[src/rtl/reg_bank_arbiter_if.sv]
// Bus between the requesting pipeline stages and the shared register bank.
// Each requester raises req[i] with its address/data slice. The arbiter answers with
// a one-cycle gnt[i] on the edge that commits the write. Payload stays stable while
// req[i] is high, and the requester drops req[i] in the cycle it sees gnt[i].
interface reg_bank_arbiter_if #(
  parameter int NREQ   = 4,
  parameter int WIDTH  = 8,
  parameter int ADDR_W = 2
);
  logic [NREQ-1:0]        req;
  logic [NREQ*ADDR_W-1:0] wr_addr;
  logic [NREQ*WIDTH-1:0]  wr_data;
  logic                   set_all;
  logic                   clr_all;
  logic [ADDR_W-1:0]      rd_addr;
  logic [WIDTH-1:0]       rd_data;
  logic [NREQ-1:0]        gnt;
  logic                   busy;
  logic [15:0]            wr_count;

  modport master (
    output req, wr_addr, wr_data, set_all, clr_all, rd_addr,
    input  rd_data, gnt, busy, wr_count
  );

  modport slave (
    input  req, wr_addr, wr_data, set_all, clr_all, rd_addr,
    output rd_data, gnt, busy, wr_count
  );
endinterface

[src/rtl/reg_bank_arbiter.sv]
// Round-robin write arbiter in front of a small register bank, with bank-wide
// set/clear, a combinational read port and a saturating commit counter.
module reg_bank_arbiter #(
  parameter int NREQ   = 4,
  parameter int WIDTH  = 8,
  parameter int ADDR_W = 2
) (
  input logic               clk,
  input logic               reset,
  reg_bank_arbiter_if.slave bus
);
  localparam int PW    = (NREQ > 1) ? $clog2(NREQ) : 1;
  localparam int DEPTH = 1 << ADDR_W;

  logic [WIDTH-1:0]  bank [DEPTH];
  logic [PW-1:0]     ptr;
  logic [NREQ-1:0]   gnt_q;
  logic              busy_q;
  logic [15:0]       count_q;

  logic [NREQ-1:0]   cand;
  logic              found;
  logic [PW-1:0]     win;
  logic [PW:0]       sum;
  logic [PW-1:0]     idx;
  logic [ADDR_W-1:0] addr_a [NREQ];
  logic [WIDTH-1:0]  data_a [NREQ];

  // A requester whose grant is showing this cycle is excluded so a held req
  // is never committed twice.
  assign cand = bus.req & ~gnt_q;

  always_comb begin
    for (int i = 0; i < NREQ; i++) begin
      addr_a[i] = bus.wr_addr[i*ADDR_W +: ADDR_W];
      data_a[i] = bus.wr_data[i*WIDTH +: WIDTH];
    end
  end

  // First candidate at or after ptr, wrapping from NREQ-1 back to 0.
  always_comb begin
    found = 1'b0;
    win   = '0;
    sum   = '0;
    idx   = '0;
    for (int k = 0; k < NREQ; k++) begin
      sum = {1'b0, ptr} + (PW+1)'(k);
      if (sum >= (PW+1)'(NREQ)) sum = sum - (PW+1)'(NREQ);
      idx = sum[PW-1:0];
      if (!found && cand[idx]) begin
        found = 1'b1;
        win   = idx;
      end
    end
  end

  always_ff @(posedge clk) begin
    if (reset) begin
      for (int a = 0; a < DEPTH; a++) bank[a] <= '0;
      gnt_q   <= '0;
      ptr     <= '0;
      busy_q  <= 1'b0;
      count_q <= '0;
    end else begin
      busy_q <= |cand;
      if (bus.clr_all) begin
        for (int a = 0; a < DEPTH; a++) bank[a] <= '0;
        gnt_q <= '0;
      end else if (bus.set_all) begin
        for (int a = 0; a < DEPTH; a++) bank[a] <= '1;
        gnt_q <= '0;
      end else if (found) begin
        gnt_q            <= NREQ'(1) << win;
        bank[addr_a[win]] <= data_a[win];
        ptr              <= (win == PW'(NREQ-1)) ? '0 : win + 1'b1;
        if (count_q != 16'hFFFF) count_q <= count_q + 16'd1;
      end else begin
        gnt_q <= '0;
      end
    end
  end

  assign bus.rd_data  = bank[bus.rd_addr];
  assign bus.gnt      = gnt_q;
  assign bus.busy     = busy_q;
  assign bus.wr_count = count_q;
endmodule
[src/flat_wrapper.sv]
// flat-port wrapper written by rule: the top's interface ports become plain ports
module reg_bank_arbiter_flat 
#(
  parameter int NREQ   = 4,
  parameter int WIDTH  = 8,
  parameter int ADDR_W = 2
)
  (clk, reset, bus_req, bus_wr_addr, bus_wr_data, bus_set_all, bus_clr_all, bus_rd_addr, bus_rd_data, bus_gnt, bus_busy, bus_wr_count);
  reg_bank_arbiter_if #(.NREQ(NREQ), .WIDTH(WIDTH), .ADDR_W(ADDR_W)) bus_i ();
  input logic clk;
  input logic reset;
  input wire logic [$bits(bus_i.req)-1:0] bus_req;
  input wire logic [$bits(bus_i.wr_addr)-1:0] bus_wr_addr;
  input wire logic [$bits(bus_i.wr_data)-1:0] bus_wr_data;
  input wire logic [$bits(bus_i.set_all)-1:0] bus_set_all;
  input wire logic [$bits(bus_i.clr_all)-1:0] bus_clr_all;
  input wire logic [$bits(bus_i.rd_addr)-1:0] bus_rd_addr;
  output wire logic [$bits(bus_i.rd_data)-1:0] bus_rd_data;
  output wire logic [$bits(bus_i.gnt)-1:0] bus_gnt;
  output wire logic [$bits(bus_i.busy)-1:0] bus_busy;
  output wire logic [$bits(bus_i.wr_count)-1:0] bus_wr_count;
  assign bus_i.req = bus_req;
  assign bus_i.wr_addr = bus_wr_addr;
  assign bus_i.wr_data = bus_wr_data;
  assign bus_i.set_all = bus_set_all;
  assign bus_i.clr_all = bus_clr_all;
  assign bus_i.rd_addr = bus_rd_addr;
  assign bus_rd_data = bus_i.rd_data;
  assign bus_gnt = bus_i.gnt;
  assign bus_busy = bus_i.busy;
  assign bus_wr_count = bus_i.wr_count;
  reg_bank_arbiter #(.NREQ(NREQ), .WIDTH(WIDTH), .ADDR_W(ADDR_W)) u_core (.clk(clk), .reset(reset), .bus(bus_i));
endmodule
[config.mk]
export PLATFORM = sky130hd
export DESIGN_NAME = reg_bank_arbiter_flat
export DESIGN_NICKNAME = d
export VERILOG_FILES = /design/src/rtl/reg_bank_arbiter_if.sv /design/src/rtl/reg_bank_arbiter.sv /design/src/flat_wrapper.sv
export SDC_FILE = /design/constraint.sdc
export NUM_CORES = 1
export LEC_CHECK = 0
export CAP_MARGIN = 30
export CELL_PAD_IN_SITES_DETAIL_PLACEMENT = 1
export CELL_PAD_IN_SITES_GLOBAL_PLACEMENT = 2
export CORE_ASPECT_RATIO = 1.5
export CORE_MARGIN = 5
export CORE_UTILIZATION = 32
export CTS_BUF_LIST = sky130_fd_sc_hd__clkbuf_4
export DETAILED_ROUTE_END_ITERATION = 6
export PLACE_DENSITY = 0.81
export SYNTH_ARGS = -nofsm -noshare
export SYNTH_HDL_FRONTEND = slang
export SYNTH_SLANG_ARGS = --single-unit
[constraint.sdc]
create_clock -name clk -period 2.61 [get_ports clk]
set_clock_uncertainty 0.05 [all_clocks]
set_input_delay 0.3915 -clock clk [delete_from_list [all_inputs] [get_ports clk]]
set_output_delay 0.3915 -clock clk [all_outputs]
set_load 0.05 [all_outputs]
==> impl_metrics.tcl <==
set metrics [dict create \
    status "completed" \
    stdcell_count 487 \
    place.gp.congestion 0.801 \
    via_per_inst 5.16 \
    finalCriticalPeriod_ps 2260 \
    finalCritPeriodShare_pct 86.5 \
    total_leakage_power_nw 1.68 \
    syn-cell-area_mm2 0.00312 \
    r2r-start "u_core.bus.gnt[2]" \
    wl_per_cell_um 18.1 \
    yosys.area.top_type "edfxtp_1" \
    synth_cell_types 57 \
    start_kind "flip-flop" \
    ios 79 \
    fp.dieH_um 131 \
    async_flop_share_pct 0 \
    clock_path_buffers 2 \
    holdBufCountCts 0 \
    fillers 1076 \
    syn_avg_cell_area_um2 11.4 \
    finalHoldViolations 0 \
    vias 2511 \
    start_util_pct 32.4 \
    switchingPower_uw 601 \
    synth-edff-count 32 \
    place_inst 479 \
    clock-sinks 55 \
    synthCells 273 \
    rsz0062_at_grt "false" \
    grt_max_degree 33 \
    fin_nets 422 \
    overflow 0 \
    cts_made_buffers 5 \
    p_clk_share_pct 21.5 \
    tightest_slew_ps 524 \
    cts_tree "done" \
    p_seq_share_pct 50.0 \
    post-cts-setup-buffers 0 \
    grt.total_usage_pct 15.3 \
    ys_seq_area_share_pct 45.5 \
    layout-drive-gt1-share_pct 22.0 \
    maxCapViolCount 0 \
    fin_hold_ws_ps 500 \
    clkLatencyLatePin_ps 390 \
    synth-main-ff-cell "edfxtp_1" \
    grt_pass1_wl_mm 14.5 \
    crit_type "flip-flop to flip-flop" \
    area_growth_syn_to_layout_pct 36.9 \
    ir_drop_uv 203 \
    cp.required_ps 2690 \
    htreeDepth 2 \
    synth_top_area_share_pct 30.8 \
    p_comb_share_pct 28.5 \
    cp.arrival_ps 2340 \
    ys_warn_count 0 \
    p_per_area_mw_per_mm2 465 \
    cp-startpoint "u_core.bus.gnt[2]" \
    final_util_pct 44.4 \
    drt_first_pass_iters 4 \
    drc 0 \
    fmax_mhz 443 \
    total_power_mw 1.99 \
    setup_viol 0 \
    critPathMaxFanout 10 \
    cts_root_buf "clkbuf_4" \
    first_iter_violations 72 \
    antenna_found_initial 0 \
    crit_path_end_kind "flip-flop" \
    synth_common_cells "edfxtp_1, nor2_1, o21ai_1" \
    worstHoldStart "u_core.bus.wr_count[10]" \
    io_buffers 78 \
    dp.final_hpwl_mm 7.30 \
    synth.area.top_cells "edfxtp_1, dfxtp_1, mux4_2" \
    drt-total-wl_mm 8.82 \
    clk_pin_slew_ps 160 \
    ys_ff_latch 55 \
    slew_headroom_pct 64.8 \
    core-area_mm2 0.00963 \
    die_w_um 90.7 \
    grt_pass1_vias 2805 \
    mappedNetlistNets 324 \
    insertedDiodeCount 0 \
    post_cts_resized 0 \
    die-area_mm2 0.0119 \
    slew_viol_final 0 \
    fp-row-count 44 \
    switching_share_pct 30.2 \
    post-synth-top-count-cell "edfxtp_1" \
    p_int_mw 1.39 \
    hold_class "flip-flop to flip-flop" \
    final_antenna_net_count 0 \
]
-- final timing paths --
path	slack, ps	endpoint	cells past startpoint
worst max register to register	350	u_core.bank[3][6]	6
worst max-delay path	350	u_core.bank[3][6]	6
worst min register to register	500	u_core.bus.wr_count[10]	2
worst min-delay path	500	u_core.bus.wr_count[10]	2
-- critical path, cell delays in order (launching register included) --
cell and delay, ps:
dfxtp_1 450, and4bb_2 300, a21oi_4 240, nand2_8 110
mux2i_1 260, o31a_1 480, o31ai_2 90
-- through the flow --
stage | TNS, ps | instance area [µm²] | worst slack [ps]
after floorplan | 0 | 3130 | 34.5
after global placement | 0 | 4210 | 18.2
after detailed placement | -382 | 4210 | -38.7
after CTS | 0 | 4280 | 344
after global routing | 0 | 4280 | 229
final | 0 | 4280 | 351
-- cell families after synthesis --
logic type	synth area share [%]
buffers and inverters	3.45
flip-flops	45.5
XOR/XNOR	3.65
AO/OA/AOI/OAI	14.9
multiplexers	17.1
adder cells (fa/ha/maj)	0.401
AND/OR/NAND/NOR	14.9
-- final cells by class --
cell class / count / area (µm²) / area share, %
clock inverter: 3 / 28.8 / 0.673
clock buffer: 5 / 37.5 / 0.878
multi-input combinational: 200 / 1600 / 37.4
inverter: 6 / 22.5 / 0.527
sequential: 55 / 1420 / 33.2
tap: 115 / 144 / 3.37
timing repair buffer: 103 / 1020 / 23.9
-- layer usage --
layer	up-vias	track usage (%)	part of all wire, %
li1	1226	-	-
met1	1226	16.1	39
met2	51	30.3	56
met3	8	3.26	4.0
met4	0	4.47	1.4
met5	-	0	0
-- registers in the layout, summed over array words and instances (netlist names) --
signal / cells
u_core.bus.busy: 1
u_core.ptr: 2
u_core.bank: 32
u_core.bus.wr_count: 16
u_core.bus.gnt: 4
-- power groups by stage --
stage          logic, mW  clock network, mW  registers, mW
2_1_floorplan      0.354                  0           1.01
3_3_place_gp       0.564                  0           1.01
3_5_place_dp       0.574                  0           1.01
4_1_cts            0.576              0.447          0.995
5_1_grt            0.608              0.483          0.999
6_report           0.567              0.428          0.994
-- cells in the final DEF, fill, tap and decap left out, types with 2 or more instances in the layout --
cell type,count
clkbuf_4,5
o21ai_1,24
inv_1,6
dfxtp_1,23
nor4b_1,2
nand3_1,5
mux2i_1,20
nand2_1,11
nor2_1,28
o31ai_2,8
a31oi_1,4
o21ai_0,2
o22a_2,4
buf_4,27
mux2_4,8
a21oi_1,7
xor2_1,8
edfxtp_1,32
nand4_1,3
buf_12,6
or3_1,2
nor4_1,3
xnor2_1,5
nor2b_1,4
nand2b_1,6
mux4_2,9
a211oi_1,2
clkdlybuf4s50_1,70
nor3_1,6
and3_1,4
No activity file was read; power rests on OpenSTA's default activity.
